[src/rtl/control_sequencer.sv]
// Hardwired Moore control unit for the Mini SRC datapath.
// Fetch T0-T2, decode in T3, execute T3-T6 for ALU, MUL/DIV, NOP, HALT.
module control_sequencer #(
    parameter int RESET_ONEHOT_WIDTH = 16
) (
    input  logic                          clock,
    input  logic                          clear,
    input  logic [31:0]                   IR,
    input  logic                          mem_ready,
    output logic [RESET_ONEHOT_WIDTH-1:0] Rin,
    output logic [RESET_ONEHOT_WIDTH-1:0] Rout,
    output logic                          PCout,
    output logic                          PCin,
    output logic                          IncPC,
    output logic                          MARin,
    output logic                          MDRin,
    output logic                          MDRout,
    output logic                          IRin,
    output logic                          Yin,
    output logic                          Zin,
    output logic                          Zlowout,
    output logic                          Zhighout,
    output logic                          HIin,
    output logic                          LOin,
    output logic                          Read,
    output logic                          ADD,
    output logic                          SUB,
    output logic                          AND,
    output logic                          OR,
    output logic                          SHR,
    output logic                          SHRA,
    output logic                          SHL,
    output logic                          ROR,
    output logic                          ROL,
    output logic                          NEG,
    output logic                          NOT,
    output logic                          MUL,
    output logic                          DIV,
    output logic                          run,
    output logic                          illegal
);

    typedef enum logic [3:0] {
        IDLE, T0, T1, T2, T3, T4, T5, T6, HALT
    } state_t;

    typedef enum logic [2:0] {
        C_REG3, C_UNARY, C_MULDIV, C_NOP, C_HALT, C_ILL
    } cls_t;

    state_t      state;
    state_t      next;
    logic [4:0]  op_q;
    logic [3:0]  ra_q;
    logic [3:0]  rb_q;
    logic [3:0]  rc_q;
    logic        t1_first;
    logic [4:0]  f_op;
    logic [3:0]  f_ra;
    logic [3:0]  f_rb;
    logic [3:0]  f_rc;
    cls_t        cls;
    logic [12:0] alu_vec;
    logic        alu_on;
    logic        unused_ir;

    assign unused_ir = ^IR[14:0];

    function automatic cls_t classify(input logic [4:0] op);
        case (op)
            5'b00011, 5'b00100, 5'b00101, 5'b00110, 5'b00111,
            5'b01000, 5'b01001, 5'b01010, 5'b01011: classify = C_REG3;
            5'b10001, 5'b10010:                     classify = C_UNARY;
            5'b01111, 5'b10000:                     classify = C_MULDIV;
            5'b11010:                               classify = C_NOP;
            5'b11011:                               classify = C_HALT;
            default:                                classify = C_ILL;
        endcase
    endfunction

    // Bit order: ADD SUB AND OR SHR SHRA SHL ROR ROL NEG NOT MUL DIV
    function automatic logic [12:0] alu_decode(input logic [4:0] op);
        case (op)
            5'b00011: alu_decode = 13'h1000;
            5'b00100: alu_decode = 13'h0800;
            5'b00101: alu_decode = 13'h0400;
            5'b00110: alu_decode = 13'h0200;
            5'b01001: alu_decode = 13'h0100;
            5'b01010: alu_decode = 13'h0080;
            5'b01011: alu_decode = 13'h0040;
            5'b00111: alu_decode = 13'h0020;
            5'b01000: alu_decode = 13'h0010;
            5'b10001: alu_decode = 13'h0008;
            5'b10010: alu_decode = 13'h0004;
            5'b10000: alu_decode = 13'h0002;
            5'b01111: alu_decode = 13'h0001;
            default:  alu_decode = 13'h0000;
        endcase
    endfunction

    function automatic logic [RESET_ONEHOT_WIDTH-1:0] onehot(
        input logic [3:0] idx
    );
        onehot      = '0;
        onehot[idx] = 1'b1;
    endfunction

    // T3 decodes the live IR; later steps use the copy latched in T3
    assign f_op    = (state == T3) ? IR[31:27] : op_q;
    assign f_ra    = (state == T3) ? IR[26:23] : ra_q;
    assign f_rb    = (state == T3) ? IR[22:19] : rb_q;
    assign f_rc    = (state == T3) ? IR[18:15] : rc_q;
    assign cls     = classify(f_op);
    assign alu_vec = alu_decode(f_op);

    assign {ADD, SUB, AND, OR, SHR, SHRA, SHL,
            ROR, ROL, NEG, NOT, MUL, DIV} = alu_on ? alu_vec : 13'h0;

    // State register; clear aborts any instruction back to IDLE
    always_ff @(posedge clock or negedge clear) begin
        if (!clear) state <= IDLE;
        else        state <= next;
    end

    // Latch instruction fields during T3 for use in T4-T6
    always_ff @(posedge clock or negedge clear) begin
        if (!clear) begin
            op_q <= '0;
            ra_q <= '0;
            rb_q <= '0;
            rc_q <= '0;
        end else if (state == T3) begin
            op_q <= IR[31:27];
            ra_q <= IR[26:23];
            rb_q <= IR[22:19];
            rc_q <= IR[18:15];
        end
    end

    // Marks the first T1 cycle so PC loads once across memory waits
    always_ff @(posedge clock or negedge clear) begin
        if (!clear) t1_first <= 1'b0;
        else        t1_first <= (state == T0);
    end

    // Next-state and strobe decode per state
    always_comb begin
        next     = state;
        Rin      = '0;
        Rout     = '0;
        PCout    = 1'b0;
        PCin     = 1'b0;
        IncPC    = 1'b0;
        MARin    = 1'b0;
        MDRin    = 1'b0;
        MDRout   = 1'b0;
        IRin     = 1'b0;
        Yin      = 1'b0;
        Zin      = 1'b0;
        Zlowout  = 1'b0;
        Zhighout = 1'b0;
        HIin     = 1'b0;
        LOin     = 1'b0;
        Read     = 1'b0;
        alu_on   = 1'b0;
        illegal  = 1'b0;
        run      = (state != IDLE) && (state != HALT);
        case (state)
            IDLE: next = T0;
            T0: begin
                PCout = 1'b1;
                MARin = 1'b1;
                IncPC = 1'b1;
                Zin   = 1'b1;
                next  = T1;
            end
            T1: begin
                Zlowout = 1'b1;
                Read    = 1'b1;
                PCin    = t1_first;
                if (mem_ready) begin
                    MDRin = 1'b1;
                    next  = T2;
                end
            end
            T2: begin
                MDRout = 1'b1;
                IRin   = 1'b1;
                next   = T3;
            end
            T3: begin
                case (cls)
                    C_REG3: begin
                        Rout = onehot(f_rb);
                        Yin  = 1'b1;
                        next = T4;
                    end
                    C_UNARY: begin
                        Rout   = onehot(f_rb);
                        alu_on = 1'b1;
                        Zin    = 1'b1;
                        next   = T4;
                    end
                    C_MULDIV: begin
                        Rout = onehot(f_ra);
                        Yin  = 1'b1;
                        next = T4;
                    end
                    C_HALT:  next = HALT;
                    C_NOP:   next = T0;
                    default: begin
                        illegal = 1'b1;
                        next    = T0;
                    end
                endcase
            end
            T4: begin
                case (cls)
                    C_REG3: begin
                        Rout   = onehot(f_rc);
                        alu_on = 1'b1;
                        Zin    = 1'b1;
                        next   = T5;
                    end
                    C_UNARY: begin
                        Zlowout = 1'b1;
                        Rin     = onehot(f_ra);
                        next    = T0;
                    end
                    C_MULDIV: begin
                        Rout   = onehot(f_rb);
                        alu_on = 1'b1;
                        Zin    = 1'b1;
                        next   = T5;
                    end
                    default: next = T0;
                endcase
            end
            T5: begin
                case (cls)
                    C_REG3: begin
                        Zlowout = 1'b1;
                        Rin     = onehot(f_ra);
                        next    = T0;
                    end
                    C_MULDIV: begin
                        Zlowout = 1'b1;
                        LOin    = 1'b1;
                        next    = T6;
                    end
                    default: next = T0;
                endcase
            end
            T6: begin
                Zhighout = 1'b1;
                HIin     = 1'b1;
                next     = T0;
            end
            HALT:    next = HALT;
            default: next = IDLE;
        endcase
    end

endmodule

[config.mk]
export PLATFORM = sky130hd
export DESIGN_NAME = control_sequencer
export DESIGN_NICKNAME = d
export VERILOG_FILES = /design/src/rtl/control_sequencer.sv
export SDC_FILE = /design/constraint.sdc
export NUM_CORES = 1
export LEC_CHECK = 0
export CORE_MARGIN = 2
export CORE_UTILIZATION = 45
export DETAILED_ROUTE_END_ITERATION = 12
export GPL_ROUTABILITY_DRIVEN = 0
export HOLD_SLACK_MARGIN = 0.02
export PLACE_DENSITY_LB_ADDON = 0.1
export SYNTH_ARGS = -nofsm -noshare
export SYNTH_HDL_FRONTEND = slang
export SYNTH_SLANG_ARGS = --single-unit
[constraint.sdc]
create_clock -name clock -period 4.7 [get_ports clock]
set_input_delay 0.705 -clock clock [delete_from_list [all_inputs] [get_ports clock]]
set_output_delay 0.705 -clock clock [all_outputs]
set_load 0.02 [all_outputs]
**Yosys cells after proc, flatten, opt, wreduce, memory -nomap -nowiden**

Memory sizes are Yosys's and may differ from the RTL's.
Cells that the tools add are included.

- Flip-flop bits (word level): 22
- Bits in read-only memories: 512
- Input port bits: 35
- Output and inout bits: 61
- Logic and storage cells: 79
- Memories kept: 2

- $lt $le $gt $ge: 6
- Equality and inequality tests: 14
- Mux-type cells: 39
- Reduce and logical (&&, ||, !) cells: 12

Memories:

| memory | words | bits a word | read ports | clocked after memory_dff | write ports | RTL line | source |
|---|---|---|---|---|---|---|---|
| (name not given) | 32 | 13 | 1 | 0 | 0 | 83 | `case (op)` |
| (name not given) | 32 | 3 | 1 | 0 | 0 | 70 | `case (op)` |

Operators by type and width:

| cell | count |
|---|---|
| $pmux W16 S2 | 4 |
| $mux W16 | 2 |
| $pmux W4 S8 | 1 |
| $mux W1 | 17 |
| $eq A4 B3 Y1 const B | 4 |
| $mux W4 | 4 |
| $lt A4 B5 Y1 const B | 3 |
| $mux W13 | 1 |
| $demux W1 S4 | 3 |
| $ge A4 B1 Y1 const B | 3 |
| $eq A4 B2 Y1 const B | 2 |
| $pmux W4 S2 | 1 |
| $eq A3 B2 Y1 const B | 2 |
| $mux W3 | 2 |
| $pmux W1 S3 | 2 |
| $reduce_or A2 Y1 | 3 |
| $mux W5 | 1 |
| $reduce_or A5 Y1 | 1 |
| $eq A4 B1 Y1 const B | 1 |
| $eq A4 B4 Y1 const B | 1 |
| $logic_and A1 B1 Y1 | 4 |
| $logic_not A4 Y1 | 1 |
| $ne A4 B4 Y1 const B | 1 |
| $reduce_bool A4 Y1 | 1 |
| other kinds (6) | 6 |

**Longest topological paths before layout**

- Depth in word-level cells: 8
- Gate-level depth with buffers: 10
- Depth with buffers taken out: 8

**Worst setup path after synthesis**

No wires, ideal clock.

- Path kind: input -> output
- From: input port IR[27]
- To: output port Rout[0]
- Arrival: 2.926 ns
- Required time: 3.995 ns
- Path slack: 1.069 ns
- Stages: 7
- Path buffers: 1
- Cell sequence: clkbuf_1 -> or4b_2 -> a21oi_1 -> a21oi_2 -> nand2_1 -> o21ai_1 -> o41ai_1

- Word-level cells in the longest chain between the ends: 6
- Elaborated cells between the ends (all ways): 9
- Classes of those cells: eq/ne (2); mux (4); reduce/logical (2); memory (1)

RTL lines:

| item | RTL line | source |
|---|---|---|
| from (decl) | 8 | `input logic [31:0] IR,` |
| $mux W5 (*) | n/a |  |
| $mem_v2 Z32 W3 (*) | n/a |  |
| $eq A3 B1 Y1 or $logic_not A3 Y1 (tied branches) | 192, 218 |  |
| $reduce_or A2 Y1 (no source line) | n/a |  |
| $pmux W16 S2 | 192 | `case (cls)` |
| $pmux W16 S2 (*) | 168 | `case (state)` |
| to (decl) | 11 | `output logic [RESET_ONEHOT_WIDTH-1:0] Rout,` |

Every way passes the cells marked *; elsewhere a longest branch is shown, timed or not.

**Worst setup path in the final report**

- From: input port IR[30]
- To: output port Rout[1]

The elaborated chain is that of the path after synthesis.

==> run metrics <==
net count after synthesis=472; max-slew violations=0; Setup-failing EPs final=0; ratio of final minimum period to clock period=96.0%; Detailed Route WL=10000 um; total congestion overflow after global routing=0; area fraction of the dominant cell type after synthesis=18.5%; clock-pin slew reported for the worst setup and hold paths after clock tree synthesis=90 ps; reported max-cap violation count=0; dominant cells by area after synthesis=dfrtp_1 (18%), nand2_1 (6.9%), nor3_1 (6.0%); endpoint kind of the worst setup timing path=output pin; ys flop type=dfrtp_1; initial antenna violation count=0; number of enable flip-flop cells after synthesis=0; post-DR wirelength/cell=17.3 um; transition time at the pin with the least slew margin=1130 ps; async set or reset register ratio after synthesis=100%; layout overhead on the synthesized area=30.5%; Hold WS=556 ps; Final Hold Fails=0; number of detailed-route iterations in the first pass=5; cells traversed along the worst timing path=clkdlybuf4s50_1 > or4b_2 > a21oi_1 > a21oi_2 > nand2_1 > o21ai_1 > o41ai_1 > clkdlybuf4s50_1; final HPWL from detailed placement=7700 um; Final ANT Viol Nets=0; path type of the worst setup path=in -> out; Final #Nets=538; result of the run=complete, no violations; leading cell type in the layout, fill and taps excluded=clkdlybuf4s50_1; via count=3574; cell area after synthesis=2980 um^2; crit path launch type=input port; cell count after synthesis=437; antenna fix cells=0; GRT Total Usage=26.9%; vertical extent of the die=85.4 um; vias in the first global route=3193; finished layout cell area=3890 um^2; worst slew slack as a fraction of its limit=24.1%; total I/O pin count=96; Initial Utilization=46.7%; most repeated library cell on the critical path=clkdlybuf4s50_1; number of buffers added on ports=80; total clock sinks=22; peak ir drop on the vdd network=0.322 mV; Layout Skew=3.36 ps; kind of path behind the tightest hold check=reg -> reg; worst path arrival time=3800 ps; slowest cell delay on critical path=720 ps; Fillers=625; Resized Gates After CTS=0; number of buffers created by CTS=3; Rows=29; setup repair after global routing missed its margin=no; slowest stage cell, crit path=or4b_2; endpoint required time on the critical path=3990 ps; Power Dens Cells=496 nW/um^2; count of H-tree levels built during CTS=1; worst-path fanout max=5; pin count of the biggest net entering global routing=43; Die X-Extent=85.4 um; maximum number of buffers from clock root to sink=2; cell area after placement=3820 um^2; ratio of cells with drive above 1 in the final layout=7.97%; time the worst path needs with I/O delays and setup=4510 ps; part of the Yosys area used for sequential elements=18.5%; number of setup buffers added after CTS=0; Buffers & Inverters on Critical Path=2; Mapped Avg Cell Area=6.82 um^2; clk root buf=clkbuf_8; count of state elements after synthesis=22; Hold Buf Count CTS=0; top library cells by usage in the layout, fill and taps aside=clkdlybuf4s50_1 (80), nand2_1 (55), nor2_1 (45); number of DRC markers after the initial detailed-route iteration=410; per-cell via count in the routed design=6.17; maximum operating frequency=0.222 GHz; wire length of the first global-routing pass=15900 um; # DRC=0; number of distinct library cell variants in the gate-level netlist after synthesis=60; clock tree from TritonCTS=yes; Std-Cell Core Area=6390 um^2; Total Neg Setup Slack=0 ps; clock insertion delay at the later pin of the skew report=270 ps; largest delay contributor family on the critical path=compound AO/OA/AOI/OAI gates; number of synthesis warnings=0; Die ar.=7290 um^2; leakage power=1.47 nW; largest area contributor in the netlist=dfrtp_1
## flip-flops by register name (all words and copies together), names as in the netlist
| register | count |
|---|---|
| op_q | 5 |
| rc_q | 4 |
| ra_q | 4 |
| t1_first | 1 |
| rb_q | 4 |
| state | 4 |
## where the power goes
part	internal, mW	switching (mW)	total [mW]
clock	0.114	0.0742	0.188
combinational	0.490	0.803	1.29
sequential	0.278	0.168	0.446
## path summary, 6_finish.rpt
check	end	slack, ps	cells past startpoint	startpoint
worst max register to register	state[2]$_DFFE_PN0P_	1480	7	state[0]$_DFFE_PN0P_
min in group asynchronous	state[0]$_DFFE_PN0P_	1030	1	clear
worst min-delay path	rb_q[3]$_DFF_PN0_	560	2	rb_q[3]$_DFF_PN0_
worst max-delay path	Rout[1]	190	8	IR[30]
worst min register to register	rb_q[3]$_DFF_PN0_	560	2	rb_q[3]$_DFF_PN0_
max in group asynchronous	rc_q[0]$_DFF_PN0_	2990	1	clear
## area by class of cell
cell class / instances / area, um^2 / share of cell area, %
Multi-Input combinational cell: 367 / 2210 / 56.8
Timing Repair Buffer: 94 / 906 / 23.3
Sequential cell: 22 / 551 / 14.2
Tap cell: 77 / 96.3 / 2.48
Inverter: 15 / 56.3 / 1.45
Clock buffer: 3 / 41.3 / 1.06
Clock inverter: 1 / 30.0 / 0.772
## worst min-delay path, delay by kind of cell (launching register included)
family | cells | cell delay [ps]
DFF | 1 | 410
and+or+nand+nor | 2 | 120
## cells by family (layout without fill, tap and decap cells)
kind of cell	Yosys count	count (layout)	synth area share, %
and+or+nand+nor	223	223	38.6
buffers and inverters	48	113	7.72
xor gates and xnor gates	3	3	0.882
muxes	17	17	6.72
DFF	22	22	18.5
AOI/OAI and AO/OA	124	124	27.6
## stage by stage
| step | setup slack [ps] | instances | util (%) | power [mW] |
|---|---|---|---|---|
| 4_1_cts | 289 | 579 | 60.9 | 1.91 |
| 3_5_place_dp | 284 | 575 | 59.8 | 1.71 |
| 2_1_floorplan | 1070 | 437 | - | 1.34 |
| 6_report | 190 | 579 | 60.9 | 1.93 |
| 5_1_grt | 1.88 | 579 | 60.9 | 2.07 |
| 3_3_place_gp | 303 | 575 | 59.8 | 1.69 |
## synthesized netlist by cell type, types with 4 or more instances
master / count
mux2_2: 4
inv_1: 14
nor3b_1: 6
o21ai_0: 27
nand2_1: 55
nand4b_1: 5
buf_4: 4
dfrtp_1: 22
and2_1: 5
nand2b_1: 16
a22o_1: 4
a22oi_1: 7
and3_1: 13
nor2_1: 45
clkbuf_1: 15
a31oi_1: 9
nor3_1: 36
o22ai_1: 11
buf_2: 10
a21oi_1: 33
nor2b_1: 11
nand3_1: 16
mux2i_1: 11
## routing by layer
metal / track usage [%] / wire length [um]
met3: 3.02 / 865
met4: 6.78 / 155
met2: 43.5 / 4560
met5: 0 / 0
met1: 38.2 / 4420
Power figures use the tool's default switching activity.
